File: src/rtl/serial_frame_pkg.sv
// rtl/serial_frame_pkg.sv - shared state type and preamble defaults for the serial frame link
package serial_frame_pkg;

    typedef enum logic [2:0] {
        IDLE,
        PRE,
        DATA,
        PAR,
        GAP
    } tx_state_t;

    localparam logic [3:0] DEF_PREAMBLE     = 4'b1101;
    localparam int         DEF_PREAMBLE_LEN = 4;

    function automatic int max3(input int a, input int b, input int c);
        int m;
        m = (a > b) ? a : b;
        return (m > c) ? m : c;
    endfunction

endpackage

File: src/rtl/serial_bit_timer.sv
// rtl/serial_bit_timer.sv - clocks-per-bit counter; bit_tick marks the last clock of each bit
module serial_bit_timer #(
    parameter int CLKS_PER_BIT = 1
) (
    input  logic clk,
    input  logic rst,
    input  logic en,
    output logic bit_tick,
    output logic next_tick
);

    localparam int CNT_W = (CLKS_PER_BIT > 1) ? $clog2(CLKS_PER_BIT) : 1;
    localparam logic [CNT_W-1:0] CNT_LAST = CNT_W'(CLKS_PER_BIT - 1);

    logic [CNT_W-1:0] count;

    always_ff @(posedge clk or posedge rst) begin
        if (rst) begin
            count <= '0;
        end else if (!en || count == CNT_LAST) begin
            count <= '0;
        end else begin
            count <= count + 1'b1;
        end
    end

    assign bit_tick = en && (count == CNT_LAST);

    // next_tick: the following clock will be the last clock of a bit (lets callers register pulses)
    generate
        if (CLKS_PER_BIT == 1) begin : g_single
            assign next_tick = 1'b1;
        end else begin : g_multi
            localparam logic [CNT_W-1:0] CNT_PEN = CNT_W'(CLKS_PER_BIT - 2);
            assign next_tick = en && (count == CNT_PEN);
        end
    endgenerate

endmodule

File: src/rtl/serial_frame_tx.sv
// rtl/serial_frame_tx.sv - serialises a word as preamble + payload + idle gap
// Optional even-parity bit after the payload: define SERIAL_FRAME_TX_PARITY_EN.
module serial_frame_tx
    import serial_frame_pkg::*;
#(
    parameter int                      DATA_WIDTH   = 8,
    parameter int                      PREAMBLE_LEN = DEF_PREAMBLE_LEN,
    parameter logic [PREAMBLE_LEN-1:0] PREAMBLE     = DEF_PREAMBLE,
    parameter int                      GAP_BITS     = 2,
    parameter int                      CLKS_PER_BIT = 1
) (
    input  logic                  clk,
    input  logic                  rst,
    input  logic [DATA_WIDTH-1:0] tx_data,
    input  logic                  tx_valid,
    output logic                  tx_ready,
    output logic                  serial_out,
    output logic                  busy,
    output logic                  frame_done
);

    localparam int IDX_MAX = max3(PREAMBLE_LEN, DATA_WIDTH, GAP_BITS);
    localparam int IDX_W   = (IDX_MAX > 1) ? $clog2(IDX_MAX) : 1;

    localparam logic [IDX_W-1:0] PRE_LAST  = IDX_W'(PREAMBLE_LEN - 1);
    localparam logic [IDX_W-1:0] DATA_LAST = IDX_W'(DATA_WIDTH - 1);
    localparam logic [IDX_W-1:0] GAP_LAST  = IDX_W'(GAP_BITS - 1);
    localparam logic [IDX_W-1:0] GAP_PEN   = IDX_W'((GAP_BITS > 1) ? GAP_BITS - 2 : 0);

    tx_state_t             state;
    logic [IDX_W-1:0]      idx;
    logic [DATA_WIDTH-1:0] shreg;
    logic                  bit_tick;
    logic                  next_tick;
    logic                  pre_next_bit;
    logic                  last_payload_bit;
    logic                  enters_last_gap;
    logic                  last_gap_next;
`ifdef SERIAL_FRAME_TX_PARITY_EN
    logic                  parity_bit;
`endif

    serial_bit_timer #(
        .CLKS_PER_BIT(CLKS_PER_BIT)
    ) u_bit_timer (
        .clk      (clk),
        .rst      (rst),
        .en       (busy),
        .bit_tick (bit_tick),
        .next_tick(next_tick)
    );

    always_comb begin
        pre_next_bit = 1'b0;
        for (int i = 0; i < PREAMBLE_LEN; i++) begin
            if (i == PREAMBLE_LEN - 2 - int'(idx)) begin
                pre_next_bit = PREAMBLE[i];
            end
        end
    end

`ifdef SERIAL_FRAME_TX_PARITY_EN
    assign last_payload_bit = (state == PAR);
`else
    assign last_payload_bit = (state == DATA) && (idx == DATA_LAST);
`endif

    // frame_done is registered, so predict when the next clock is the final clock of the last gap bit
    always_comb begin
        enters_last_gap = (GAP_BITS == 1) ? last_payload_bit : ((state == GAP) && (idx == GAP_PEN));
        last_gap_next   = next_tick &&
                          ((bit_tick && enters_last_gap) ||
                           (!bit_tick && (state == GAP) && (idx == GAP_LAST)));
    end

    always_ff @(posedge clk or posedge rst) begin
        if (rst) begin
            state      <= IDLE;
            idx        <= '0;
            shreg      <= '0;
            serial_out <= 1'b0;
            tx_ready   <= 1'b0;
            busy       <= 1'b0;
            frame_done <= 1'b0;
`ifdef SERIAL_FRAME_TX_PARITY_EN
            parity_bit <= 1'b0;
`endif
        end else begin
            frame_done <= last_gap_next;
            case (state)
                IDLE: begin
                    idx        <= '0;
                    serial_out <= 1'b0;
                    if (tx_valid && tx_ready) begin
                        shreg      <= tx_data;
                        state      <= PRE;
                        serial_out <= PREAMBLE[PREAMBLE_LEN-1];
                        tx_ready   <= 1'b0;
                        busy       <= 1'b1;
`ifdef SERIAL_FRAME_TX_PARITY_EN
                        parity_bit <= ^tx_data;
`endif
                    end else begin
                        tx_ready <= 1'b1;
                    end
                end
                PRE: begin
                    if (bit_tick) begin
                        if (idx == PRE_LAST) begin
                            state      <= DATA;
                            idx        <= '0;
                            serial_out <= shreg[DATA_WIDTH-1];
                            shreg      <= shreg << 1;
                        end else begin
                            idx        <= idx + 1'b1;
                            serial_out <= pre_next_bit;
                        end
                    end
                end
                DATA: begin
                    if (bit_tick) begin
                        if (idx == DATA_LAST) begin
                            idx <= '0;
`ifdef SERIAL_FRAME_TX_PARITY_EN
                            state      <= PAR;
                            serial_out <= parity_bit;
`else
                            state      <= GAP;
                            serial_out <= 1'b0;
`endif
                        end else begin
                            idx        <= idx + 1'b1;
                            serial_out <= shreg[DATA_WIDTH-1];
                            shreg      <= shreg << 1;
                        end
                    end
                end
`ifdef SERIAL_FRAME_TX_PARITY_EN
                PAR: begin
                    if (bit_tick) begin
                        state      <= GAP;
                        idx        <= '0;
                        serial_out <= 1'b0;
                    end
                end
`endif
                GAP: begin
                    serial_out <= 1'b0;
                    if (bit_tick) begin
                        if (idx == GAP_LAST) begin
                            state    <= IDLE;
                            idx      <= '0;
                            shreg    <= '0;
                            busy     <= 1'b0;
                            tx_ready <= 1'b1;
                        end else begin
                            idx <= idx + 1'b1;
                        end
                    end
                end
                default: begin
                    state      <= IDLE;
                    idx        <= '0;
                    serial_out <= 1'b0;
                    busy       <= 1'b0;
                    tx_ready   <= 1'b0;
                end
            endcase
        end
    end

endmodule

File: config.mk
export PLATFORM = sky130hd
export DESIGN_NAME = serial_frame_tx
export DESIGN_NICKNAME = d
export VERILOG_FILES = /design/src/rtl/serial_frame_pkg.sv /design/src/rtl/serial_bit_timer.sv /design/src/rtl/serial_frame_tx.sv
export SDC_FILE = /design/constraint.sdc
export NUM_CORES = 1
export LEC_CHECK = 0
export ABC_AREA = 1
export CORE_UTILIZATION = 58
export DETAILED_ROUTE_END_ITERATION = 12
export PLACE_DENSITY = 0.85
export SETUP_SLACK_MARGIN = 0.2
export SYNTH_ARGS = -nofsm -noshare
export SYNTH_HDL_FRONTEND = slang
export SYNTH_SLANG_ARGS = --single-unit
File: constraint.sdc
create_clock -name clk -period 2.99 [get_ports clk]
set_input_delay 0.598 -clock clk [delete_from_list [all_inputs] [get_ports clk]]
set_output_delay 0.598 -clock clk [all_outputs]
set_load 0.02 [all_outputs]
==> flow_metrics.env, run 1 <==
export IMPL_cts_tree="built"
export IMPL_path_buf_inv=1
export IMPL_htreeDepth=1
export IMPL_p_leak_nw=0.729
export IMPL_synth_area_leaders="dfrtp_1 (39%), nand2_1 (18%), nand3_1 (7.0%)"
export IMPL_wl_per_cell_um=12.7
export IMPL_port_buffers=14
export IMPL_combPwrFrac_pct=4.6
export IMPL_yosys_area_top_type="dfrtp_1"
export IMPL_grt_overflow_total=0
export IMPL_powerDensity_nw_per_um2=294
export IMPL_rows=16
export IMPL_synth_top_area_share_pct=39.3
export IMPL_post_route_period_util_pct=64.1
export IMPL_vias_per_cell=5.27
export IMPL_insertion_delay_ps=300
export IMPL_crit_family="buffers and inverters"
export IMPL_placed_area_um2=1360
export IMPL_syn_nets=176
export IMPL_ant_nets=0
export IMPL_fin_skew_ps=4.39
export IMPL_whs_ps=489
export IMPL_finalCriticalPeriod_ps=1920
export IMPL_worst_setup_path_end_kind="output pin"
export IMPL_rsz0062_at_grt="no"
export IMPL_crit_type="reg -> out"
export IMPL_postCtsHoldBufs=0
export IMPL_clockPowerShare_pct=32.1
export IMPL_avgSynthCellArea_um2=7.57
export IMPL_maxSlewHeadroom_pct=51.3
export IMPL_cp_max_fo=4
export IMPL_syn_cell_area_um2=1210
export IMPL_ys_warn_count=0
export IMPL_dp_hpwl_um=1990
export IMPL_diodes=0
export IMPL_grt_first_pass_wirelength_um=3860
export IMPL_cts_sinks=19
export IMPL_finalHoldViolations=0
export IMPL_dpl_cell_count=199
export IMPL_maxCapViolations=0
export IMPL_cts_resized=0
export IMPL_post_cts_buffers=0
export IMPL_design_area_um2=1390
export IMPL_clk_pin_slew_ps=110
export IMPL_holdCritPathClass="reg -> reg"
export IMPL_root_buffer="clkbuf_4"
export IMPL_gp_congestion=0.848
export IMPL_tns_ps=0
export IMPL_ys_seq_area_share_pct=39.3
export IMPL_dieArea_um2=2270
export IMPL_maxSlewViolCount=0
export IMPL_syn2layout_area_growth_pct=14.7
export IMPL_pwr_share_seq_pct=63.3
export IMPL_cts_buffers=3
export IMPL_die_w_um=47.7
export IMPL_critical_path_arrival_ps=1320
export IMPL_worstSetupStartpointType="flop"
export IMPL_crit_chain="clkdlybuf4s50_1"
export IMPL_instances_no_fill=203
export IMPL_core_um2=1960
export IMPL_ys_ff_latch=19
export IMPL_clock_path_buffers=2
export IMPL_yosys_cell_types_count=19
export IMPL_routed_wl_um=2590
export IMPL_start_util_pct=61.7
export IMPL_power_switching_mw=0.0866
export IMPL_grt_pass1_vias=909
export IMPL_layout_nets=193
export IMPL_internal_power_mw=0.321
export IMPL_slowest_stage="clkdlybuf4s50_1"
export IMPL_setup_slack_ps=1070
export IMPL_critPathMaxStageDelay_ps=620
export IMPL_grt_usage_pct=25.0
export IMPL_layout_drive_gt1_share_pct=11.9
export IMPL_synthCells=160
export IMPL_place_ws_ps=1070
export IMPL_io_pins=15
export IMPL_antenna_found_initial=0
export IMPL_die_h_um=47.7
export IMPL_route_detailed_drc=0
export IMPL_drtIter0Drc=64
export IMPL_finalSetupViolCount=0
export IMPL_grt_max_degree=20
export IMPL_fmaxAchievable_mhz=522
export IMPL_first_pass_iters=4
export IMPL_p_sw_share_pct=21.2
export IMPL_worstMarginPinSlew_ps=730
export IMPL_status="complete, no violations"
export IMPL_num_vias=1069
export IMPL_peakVddDrop_uv=231
export IMPL_worst_ep_required_time_ps=2390
## cells by family after synthesis
| family | synth area share (%) |
|---|---|
| flops | 39.3 |
| simple gates | 41.1 |
| buf+inv | 7.44 |
| compound gates | 6.72 |
| other cells | 0.310 |
| fa+ha+maj | 5.17 |
## per-layer routing
metal  vias up  track usage, %  routed length [um]
met2        25            39.5                1270
met3        13            3.77                  79
met1       485            32.9                1160
met5         -               0                   0
li1        546               -                   -
met4         0            13.3                  74
## cells in the final DEF (no fill, tap or decap)
cell type        netlist  routed
clkbuf_1               0       1
nand2_2                4       4
o211ai_1               1       1
nor2_4                 4       4
a21o_1                 1       1
clkdlybuf4s50_1        0      14
inv_2                  4       4
ha_1                   5       5
o21ai_0                8       8
dfrtp_1               19      19
inv_1                 14      14
a21oi_4                1       1
nand3_2                3       3
nand2_4                2       2
nor2_1                 6       6
a21oi_1                2       2
nand4_1                8       8
conb_1                 1       1
nand3_1               17      17
nand2_1               58      58
clkbuf_4               0       3
## sequential cells by signal, summed over array words and instances (netlist names)
register and cells:
busy 1, frame_done 1, idx 3, serial_out 1, shreg 8, state 3
tx_ready 1, u_bit_timer.count 1
## power groups by stage
stage	Combinational, mW	Sequential, mW	Clock [mW]
6_report	0.0188	0.258	0.131
5_1_grt	0.0213	0.258	0.144
4_1_cts	0.0195	0.258	0.136
3_5_place_dp	0.0194	0.263	0
3_3_place_gp	0.0189	0.263	0
2_1_floorplan	0.00454	0.263	0
## area by class of cell
class	count	area, um2
timing repair buffer	14	140
fill	172	573
inverter	18	67.6
multi-input combinational	121	646
tap	27	33.8
clock buffer	4	26.3
sequential	19	475
## stage by stage
step	power, mW	utilization, %
6_report	0.408	70.8
5_1_grt	0.424	70.8
4_1_cts	0.413	70.8
3_5_place_dp	0.282	69.5
3_3_place_gp	0.282	69.5
2_1_floorplan	0.268	-
## path summary, 6_finish.rpt
| check | startpoint | end | slack (ps) | depth (start not counted) |
|---|---|---|---|---|
| worst min-delay path | shreg[0] | shreg[0] | 490 | 2 |
| worst min register to register | shreg[0] | shreg[0] | 490 | 2 |
| worst max register to register | state[1] | shreg[6] | 1280 | 9 |
| worst max-delay path | tx_ready | tx_ready | 1070 | 1 |
| min in group asynchronous | rst | shreg[4] | 710 | 2 |
| max in group asynchronous | rst | idx[1] | 1820 | 2 |
## cells in the mapped netlist (all sizes together)
library cell	instances
a21o	1
o21ai	8
ha	5
a21oi	3
inv	18
dfrtp	19
nand3	20
nand4	8
o211ai	1
buf	2
nand2	64
nor2	10
conb	1
No activity file was read; power rests on OpenSTA's default activity.
==> inputs of run 2 (changes only) <==
CORE_UTILIZATION = 49   (was 58)
PLACE_DENSITY = 0.77   (was 0.85)
clock period = 1.56 ns   (was 2.99 ns; I/O delays follow)
==> run 2 against run 1 <==
Net effect:
- worst setup slack got worse by 970 ps
- total power increased by 95%
- core utilization increased by 3.4 points
- die area increased by 18%
- critical path depth increased by 8
- highest routed layer unchanged
- via count increased by 15%
- clock skew about the same
- largest cell class unchanged
- critical endpoint is now shreg[6]
- first-iteration DRC count increased by 1.6%
- clock-buffer cell count unchanged
- sequential cell count unchanged
==> flow_metrics.env, run 2 (synthesized netlist as in run 1, its figures left out) <==
export IMPL_rr_worst_depth=9
export IMPL_vias_per_cell=5.46
export IMPL_rsz0062_at_grt="yes"
export IMPL_post_route_period_util_pct=93.4
export IMPL_die_w_um=51.7
export IMPL_postCtsHoldBufs=0
export IMPL_holdCritPathClass="in -> async"
export IMPL_finalPower_mw=0.794
export IMPL_clk_pin_slew_ps=110
export IMPL_routed_wl_um=3210
export IMPL_start_util_pct=53.2
export IMPL_wl_per_cell_um=14.3
export IMPL_cts_tree="built"
export IMPL_fin_util_pct=74.2
export IMPL_finalCriticalPeriod_ps=1460
export IMPL_finalSetupViolCount=0
export IMPL_grt_usage_pct=25.5
export IMPL_cts_sinks=19
export IMPL_htreeDepth=1
export IMPL_cts_buffers=3
export IMPL_mostFrequentLayoutCell="nand2_1"
export IMPL_status="complete, no violations"
export IMPL_design_area_um2=1690
export IMPL_fin_skew_ps=4.86
export IMPL_die_h_um=51.7
export IMPL_r2r_start="state[0]"
export IMPL_worst_ep_required_time_ps=1770
export IMPL_core_um2=2280
export IMPL_final_cell_mix="nand2_1 (44), dfrtp_1 (18), buf_4 (16)"
export IMPL_clock_path_buffers=2
export IMPL_powerDensity_nw_per_um2=470
export IMPL_placed_area_um2=1420
export IMPL_diodes=0
export IMPL_maxSlewViolCount=0
export IMPL_layout_nets=214
export IMPL_worstSetupStartpointType="flop"
export IMPL_largest_register_ffs=8
export IMPL_fmaxAchievable_mhz=686
export IMPL_p_leak_nw=0.852
export IMPL_startpoint="state[0]"
export IMPL_io_pins=15
export IMPL_cp_max_fo=8
export IMPL_wl_met3_um=167
export IMPL_gp_congestion=0.880
export IMPL_dp_hpwl_um=1960
export IMPL_finalHoldViolations=0
export IMPL_syn2layout_area_growth_pct=39.4
export IMPL_first_pass_iters=4
export IMPL_drtIter0Drc=65
export IMPL_r2r_slack_ps=100
export IMPL_fillers=150
export IMPL_reg_top3="shreg x8, idx x3, state x3"
export IMPL_insertion_delay_ps=310
export IMPL_grt_first_pass_wirelength_um=5030
export IMPL_grt_max_degree=20
export IMPL_ant_nets=0
export IMPL_maxCapViolations=0
export IMPL_highest_layer="met4"
export IMPL_critical_path_arrival_ps=1670
export IMPL_crit_type="reg -> reg"
export IMPL_rows=17
export IMPL_peakVddDrop_uv=341
export IMPL_r2r_end="shreg[6]"
export IMPL_largest_register="shreg"
export IMPL_route_met2_wl_um=1570
export IMPL_antenna_found_initial=0
export IMPL_crit_end="shreg[6]"
export IMPL_num_vias=1228
export IMPL_wl_met1_um=1390
export IMPL_worst_setup_path_end_kind="flop"
export IMPL_root_buffer="clkbuf_4"
export IMPL_route_detailed_drc=0
export IMPL_layout_drive_gt1_share_pct=38.1
export IMPL_grt_pass1_vias=1130
export IMPL_dieArea_um2=2670
export IMPL_port_buffers=14
export IMPL_grt_overflow_total=0
## run 2: worst min path at each step
stage	end	startpoint	cells past startpoint	slack [ps]
6_report	shreg[0]	rst	3	310
5_1_grt	shreg[7]	rst	3	390
4_1_cts	serial_out	rst	3	330
3_5_place_dp	shreg[1]	shreg[1]	2	460
3_3_place_gp	shreg[1]	shreg[1]	2	450
2_1_floorplan	frame_done	rst	1	260
## run 2: repair_timing
item / in CTS / in global routing
endpoints found under the setup margin: 20 / 19
setup buffers: 11 / 4
pin swaps: 12 / 15
gates cloned: 0 / 0
resized for setup: 26 / 32
## run 2: cell type report
cell class                      count  area [um2]  share of cell area (%)
Clock buffer                        4        26.3                    1.56
Inverter                           18        77.6                    4.60
Multi-Input combinational cell    121         759                    45.0
Sequential cell                    19         477                    28.2
Tap cell                           28        35.0                    2.08
Timing Repair Buffer               35         313                    18.5
## run 2: power breakdown
part           total (mW)  switching, mW  internal (mW)
clock network       0.261          0.161         0.0999
logic              0.0384         0.0144         0.0240
registers           0.495       0.000993          0.494
## run 2: per-stage QoR
| stage | setup WS (ps) | TNS [ps] | std cells | hold slack, ps |
|---|---|---|---|---|
| 2_1_floorplan | 217 | 0 | 160 | 263 |
| 3_3_place_gp | -17.4 | -23.5 | 206 | 455 |
| 3_5_place_dp | -12.3 | -24.1 | 206 | 460 |
| 4_1_cts | 154 | 0 | 221 | 334 |
| 5_1_grt | 19.0 | 0 | 225 | 388 |
| 6_report | 103 | 0 | 225 | 307 |
## run 2: per-layer routing
metal  track usage [%]  vias up
met5                 0        -
met4              9.91        0
met3              2.92       11
met2              41.1       54
met1              34.6      575
li1                  -      588
## run 2: critical path, stage by stage (launching register included)
cell	delay, ps
dfrtp_1	420
inv_2	120
nand2_4	70
nor2_4	220
nand2_4	110
nand2_2	100
nor2_4	50
buf_12	130
nand3_1	80
nand2_1	60
==> inputs of run 3 (changes only) <==
CTS_CLUSTER_SIZE = 16   (was not set)
==> results of run 3 <==
The final DEF is identical to that of run 2; final timing and power are the same.
